**config.mk**
```make
export PLATFORM = sky130hd
export DESIGN_NAME = bo_datapath_flat
export DESIGN_NICKNAME = d
export VERILOG_FILES = /design/src/rtl/bo_datapath_pkg.sv /design/src/rtl/bo_datapath_if.sv /design/src/rtl/bo_datapath_registrador.sv /design/src/rtl/bo_datapath.sv /design/src/flat_wrapper.sv
export SDC_FILE = /design/constraint.sdc
export NUM_CORES = 1
export LEC_CHECK = 0
export BUFFER_PORTS_ARGS = -buffer_cell sky130_fd_sc_hd__buf_2
export CAP_MARGIN = 20
export CORE_ASPECT_RATIO = 2
export CORE_MARGIN = 3
export CORE_UTILIZATION = 30
export CTS_CLUSTER_DIAMETER = 30
export CTS_CLUSTER_SIZE = 16
export DETAILED_ROUTE_END_ITERATION = 10
export HOLD_SLACK_MARGIN = 0.03
export PLACE_DENSITY_LB_ADDON = 0.12
export SLEW_MARGIN = 20
export SYNTH_ARGS = -nofsm -noshare
export SYNTH_HDL_FRONTEND = slang
export SYNTH_SLANG_ARGS = --single-unit
```
**constraint.sdc**
```tcl
create_clock -name clk -period 16.6 [get_ports clk]
set_clock_uncertainty 0.05 [all_clocks]
set_input_delay 4.98 -clock clk [delete_from_list [all_inputs] [get_ports clk]]
set_output_delay 4.98 -clock clk [all_outputs]
set_load 0.005 [all_outputs]
```
**src/rtl/bo_datapath_pkg.sv**
```systemverilog
// Shared definitions for the polynomial-evaluation datapath.
// Holds the default data width, the mux select encodings and the ALU op encoding.
package bo_datapath_pkg;

  localparam int WIDTH_DEF = 16;

  // Coefficient mux: selects a constant operand source.
  typedef enum logic [1:0] {
    M0_ZERO = 2'b00,
    M0_A    = 2'b01,
    M0_B    = 2'b10,
    M0_C    = 2'b11
  } m0_sel_e;

  // ALU operand-1 select.
  typedef enum logic [1:0] {
    M1_MUX = 2'b00,
    M1_R0  = 2'b01,
    M1_R2  = 2'b10,
    M1_R1  = 2'b11
  } m1_sel_e;

  // ALU operand-2 select.
  typedef enum logic [1:0] {
    M2_R0  = 2'b00,
    M2_MUX = 2'b01,
    M2_R2  = 2'b10,
    M2_R1  = 2'b11
  } m2_sel_e;

  typedef enum logic {
    OP_ADD = 1'b0,
    OP_MUL = 1'b1
  } alu_op_e;

endpackage

```
**src/rtl/bo_datapath_if.sv**
```systemverilog
// Control/data bundle between a sequencing controller (master) and the datapath (slave).
//   A, B, C, x    : coefficients and polynomial variable (WIDTH bits)
//   M0, M1, M2    : mux selects
//   LX, LH, LS    : load enables for R0, R1, R2
//   H             : ALU op (0 add, 1 multiply)
//   Pronto        : current R2 contents (datapath output)
interface bo_datapath_if
  import bo_datapath_pkg::*;
#(
  parameter int WIDTH = WIDTH_DEF
);
  logic [WIDTH-1:0] A, B, C, x;
  logic [1:0]       M0, M1, M2;
  logic             LX, LH, LS, H;
  logic [WIDTH-1:0] Pronto;

  modport master (output A, B, C, x, M0, M1, M2, LX, LH, LS, H, input Pronto);
  modport slave  (input  A, B, C, x, M0, M1, M2, LX, LH, LS, H, output Pronto);
endinterface

```
**src/rtl/bo_datapath_registrador.sv**
```systemverilog
// registrador: WIDTH-bit register with synchronous active-high clear and load enable.
//   clk  : rising-edge clock
//   rst  : synchronous clear, wins over i_ld
//   i_ld : load enable
//   i_d  : data in
//   o_q  : registered value
module registrador
  import bo_datapath_pkg::*;
#(
  parameter int WIDTH = WIDTH_DEF
) (
  input  logic             clk,
  input  logic             rst,
  input  logic             i_ld,
  input  logic [WIDTH-1:0] i_d,
  output logic [WIDTH-1:0] o_q
);
  logic [WIDTH-1:0] r_q;

  always_ff @(posedge clk) begin
    if (rst)       r_q <= '0;
    else if (i_ld) r_q <= i_d;
  end

  assign o_q = r_q;
endmodule

```
**src/rtl/bo_datapath.sv**
```systemverilog
// bo_datapath: register/ALU datapath that evaluates A*x^2 + B*x + C when driven by
// an external controller. No internal sequencing: every cycle is steered by the bus.
//   clk : rising-edge clock
//   rst : synchronous active-high clear of R0/R1/R2
//   bus : bo_datapath_if.slave (coefficients, selects, load enables, op, Pronto out)
module bo_datapath
  import bo_datapath_pkg::*;
#(
  parameter int WIDTH = WIDTH_DEF
) (
  input  logic           clk,
  input  logic           rst,
  bo_datapath_if.slave   bus
);
  // Register index: 0 = R0 (x), 1 = R1 (partial), 2 = R2 (result)
  logic [2:0]            w_ld;
  logic [2:0][WIDTH-1:0] w_d, w_q;
  logic [WIDTH-1:0]      w_m0, w_op1, w_op2, w_alu;

  always_comb begin
    w_m0 = '0;
    case (bus.M0)
      M0_ZERO: w_m0 = '0;
      M0_A:    w_m0 = bus.A;
      M0_B:    w_m0 = bus.B;
      M0_C:    w_m0 = bus.C;
      default: w_m0 = '0;
    endcase
  end

  always_comb begin
    w_op1 = w_m0;
    case (bus.M1)
      M1_MUX:  w_op1 = w_m0;
      M1_R0:   w_op1 = w_q[0];
      M1_R2:   w_op1 = w_q[2];
      M1_R1:   w_op1 = w_q[1];
      default: w_op1 = w_m0;
    endcase
  end

  always_comb begin
    w_op2 = w_q[0];
    case (bus.M2)
      M2_R0:   w_op2 = w_q[0];
      M2_MUX:  w_op2 = w_m0;
      M2_R2:   w_op2 = w_q[2];
      M2_R1:   w_op2 = w_q[1];
      default: w_op2 = w_q[0];
    endcase
  end

  // Result width is context-determined by w_alu, so both ops wrap modulo 2^WIDTH.
  always_comb begin
    if (bus.H == OP_MUL) w_alu = w_op1 * w_op2;
    else                 w_alu = w_op1 + w_op2;
  end

  // R1 and R2 share the ALU result, so LH+LS together capture the same value.
  assign w_d  = {w_alu, w_alu, bus.x};
  assign w_ld = {bus.LS, bus.LH, bus.LX};

  for (genvar g = 0; g < 3; g++) begin : g_reg
    registrador #(.WIDTH(WIDTH)) u_reg (
      .clk  (clk),
      .rst  (rst),
      .i_ld (w_ld[g]),
      .i_d  (w_d[g]),
      .o_q  (w_q[g])
    );
  end

  assign bus.Pronto = w_q[2];
endmodule

```
**src/flat_wrapper.sv**
```systemverilog
// flat-port wrapper written by rule: the top's interface ports become plain ports
module bo_datapath_flat import bo_datapath_pkg::*;
#(
  parameter int WIDTH = WIDTH_DEF
)
  (clk, rst, bus_A, bus_B, bus_C, bus_x, bus_M0, bus_M1, bus_M2, bus_LX, bus_LH, bus_LS, bus_H, bus_Pronto);
  bo_datapath_if #(.WIDTH(WIDTH)) bus_i ();
  input  logic clk;
  input  logic rst;
  input wire logic [$bits(bus_i.A)-1:0] bus_A;
  input wire logic [$bits(bus_i.B)-1:0] bus_B;
  input wire logic [$bits(bus_i.C)-1:0] bus_C;
  input wire logic [$bits(bus_i.x)-1:0] bus_x;
  input wire logic [$bits(bus_i.M0)-1:0] bus_M0;
  input wire logic [$bits(bus_i.M1)-1:0] bus_M1;
  input wire logic [$bits(bus_i.M2)-1:0] bus_M2;
  input wire logic [$bits(bus_i.LX)-1:0] bus_LX;
  input wire logic [$bits(bus_i.LH)-1:0] bus_LH;
  input wire logic [$bits(bus_i.LS)-1:0] bus_LS;
  input wire logic [$bits(bus_i.H)-1:0] bus_H;
  output wire logic [$bits(bus_i.Pronto)-1:0] bus_Pronto;
  assign bus_i.A = bus_A;
  assign bus_i.B = bus_B;
  assign bus_i.C = bus_C;
  assign bus_i.x = bus_x;
  assign bus_i.M0 = bus_M0;
  assign bus_i.M1 = bus_M1;
  assign bus_i.M2 = bus_M2;
  assign bus_i.LX = bus_LX;
  assign bus_i.LH = bus_LH;
  assign bus_i.LS = bus_LS;
  assign bus_i.H = bus_H;
  assign bus_Pronto = bus_i.Pronto;
  bo_datapath #(.WIDTH(WIDTH)) u_core (.clk(clk), .rst(rst), .bus(bus_i));
endmodule
```
==> impl_metrics.yaml <==
synthesis:
  synth_edf_count: 0
  netlist.area_leader.share: 0.217
  synth.area.top_cells: "fa_1 22%, dfxtp_1 13%, ha_1 11%"
  netlist_instances: 843
  syn_nets: 1064
  yosys_warnings: 0
  avgSynthCellArea_um2: 8.85
  synth_area_leader_cell: "fa_1"
  yosysSeqAreaShare: 0.129
  synthAdderAreaFrac: 0.325
  synth-async-reset-ratio: 0
  ys_seq_elements: 48
  synth_top_family_by_area: "adder cells"
  synth_compound_area_frac: 0.105
  synth_xor_area_frac: 0.0622
  syn_area_mm2: 0.00746
  synth-simple-area-share: 0.155
  synth_ff_type: "dfxtp_1"
  synth_cell_types: 54
  synthMuxAreaShare: 0.133
final_layout:
  layout.nets: 1123
  fin_util: 0.341
  largest_register_ffs: 48
  layout_common_cells: "123 x inv_1, 91 x buf_2, 86 x nand2_1"
  synthToLayoutAreaGrowth_pct: 11.7
  layout-drive-gt1-share: 0.155
  final_common_cell: "inv_1"
  antenna_cells: 0
  stdcell_area_mm2: 0.00833
detailed_routing:
  vias_per_cell: 4.94
  drt_iter0_markers: 247
  finalWirelength_um: 24300
  antenna_left: 0
  drc: 0
  drt_first_pass_iters: 6
  vias: 6103
  drt-wirelength-per-cell_um: 19.7
floorplanning:
  dieArea_mm2: 0.0269
  core_region_area_mm2: 0.0244
  die_h_um: 229
  std_cell_rows: 81
  die_w_um: 117
  initial_core_util: 0.305
  io_pins: 92
setup_path:
  crit_path_end_kind: "register"
  required_ps: 16760
  crit_fanout: 18
  worstSetupPathType: "input pin to register"
  cp-start-kind: "input pin"
  critPathArrivalTime_ps: 11740
grt:
  grt_pass1_wl_um: 38100
  grt_max_degree: 49
  grt_usage: 0.185
  antenna_found_initial: 0
  grt.overflow.total: 0
  grt_pass1_vias: 6721
placement:
  portBuffers: 91
  hpwlAfterDp_um: 20700
  placed_cell_area_mm2: 0.00813
  place.gp.congestion: 0.843
run:
  maxCapViolations: 0
cts:
  h-tree-depth: 2
  cts_tree: "built"
  post_cts_buffers: 0
  cts-buffers-inserted: 5
  cts_resized: 0
  cts_buffer_depth: 2
  cts_root_buf: "clkbuf_16"
  clk_latency_ps: 310
  path_clk_slew_ps: 70
  clock_sinks: 48
  postCtsHoldBufs: 0
timing:
  rsz0062_at_grt: "false"
  setup_tns_ps: 0
  hold_ws_ps: 447
  finalMaxSlewViolations: 0
  setup_viol: 0
  slew_headroom: 0.363
  hold_viol: 0
  post-route-min-period_ps: 11590
  fmax_mhz: 86.3
  min_period_over_period: 0.698
  worst_pin_slew_ps: 956
min_path:
  min_path_type: "register to register"
power_and_ir_drop:
  power-per-cell-area_mw_per_mm2: 106
  ir_drop_mv: 0.0630
  power_mw: 0.882
  p_leak_nw: 3.93
run_status:
  status: "completed"
==> cells by family after synthesis <==
logic type	after synthesis
mux	70
flops	48
compound gates	112
fa+ha+maj	145
buf+inv	168
xor+xnor	49
simple gates	251
==> metrics by stage <==
stage / setup WS [ps] / std cells
6_report: 5010 / 1235
2_1_floorplan: 5530 / 843
5_1_grt: 4610 / 1235
4_1_cts: 4940 / 1235
3_5_place_dp: 4640 / 1227
3_3_place_gp: 4660 / 1227
==> final cells by class <==
cell class | instances | area [um2]
well taps | 332 | 415
repair buffers | 91 | 455
clock buffers | 5 | 125
clock inverters | 3 | 68.8
inverters | 129 | 484
multi-input cells | 627 | 5820
fillers | 2637 | 16100
flip-flops and latches | 48 | 961
==> per-layer routing <==
layer	vias to the layer above	track usage	routed length, um
li1	2879	-	-
met1	3015	0.183	8470
met2	165	0.381	14100
met3	44	0.00892	569
met4	0	0.0862	1130
met5	-	0	0
==> path summary, 6_finish.rpt <==
kind	from	endpoint	slack, ps	cells after the start
worst min-delay path	u_core.g_reg[1].u_reg.o_q[2]	u_core.g_reg[1].u_reg.o_q[2]	450	2
worst min register to register	u_core.g_reg[1].u_reg.o_q[2]	u_core.g_reg[1].u_reg.o_q[2]	450	2
worst max-delay path	bus_M0[0]	u_core.g_reg[1].u_reg.o_q[15]	5010	23
worst max register to register	u_core.g_reg[1].u_reg.o_q[1]	u_core.g_reg[2].u_reg.o_q[14]	10190	20
==> synthesized netlist by cell type (2+ instances only) <==
master / count
xor2_1: 11
a211oi_1: 32
o2bb2ai_1: 11
xnor2_1: 35
a211o_1: 2
nand2b_1: 6
nor2_1: 80
mux2_2: 4
o21ai_1: 5
o21a_1: 2
o31ai_1: 2
nor2b_1: 13
mux2i_1: 42
nor3_1: 8
a31oi_1: 3
a21o_1: 5
nand2_1: 86
o21bai_1: 3
nand3_1: 4
dfxtp_1: 48
a311oi_1: 5
buf_4: 2
and3_1: 2
inv_2: 6
and2_1: 43
xnor3_1: 2
a21oi_1: 20
inv_1: 123
buf_1: 2
ha_1: 64
buf_2: 5
or3_1: 3
buf_6: 3
mux4_2: 23
fa_1: 81
nand3b_1: 2
o21ai_0: 12
clkbuf_1: 26
nand2_2: 2
==> critical path: stages <==
cell	delay, ps
buf_2	400
nor2b_4	530
o2bb2ai_1	220
mux4_2	520
nand2_1	130
fa_1	510
fa_1	630
inv_1	90
fa_1	500
fa_1	550
inv_1	50
fa_1	450
fa_1	400
xor2_1	170
xnor2_1	190
xnor2_1	150
xnor2_1	150
xnor2_1	160
xnor2_1	150
xnor3_1	240
xnor2_1	170
nand2_1	90
a311oi_1	280
==> power by group <==
part	switching (mW)	internal, mW	total [mW]
registers	0.0177	0.132	0.150
clock network	0.0517	0.0870	0.139
logic	0.341	0.252	0.593
total	0.411	0.471	0.882
No activity file was read; power rests on OpenSTA's default activity.
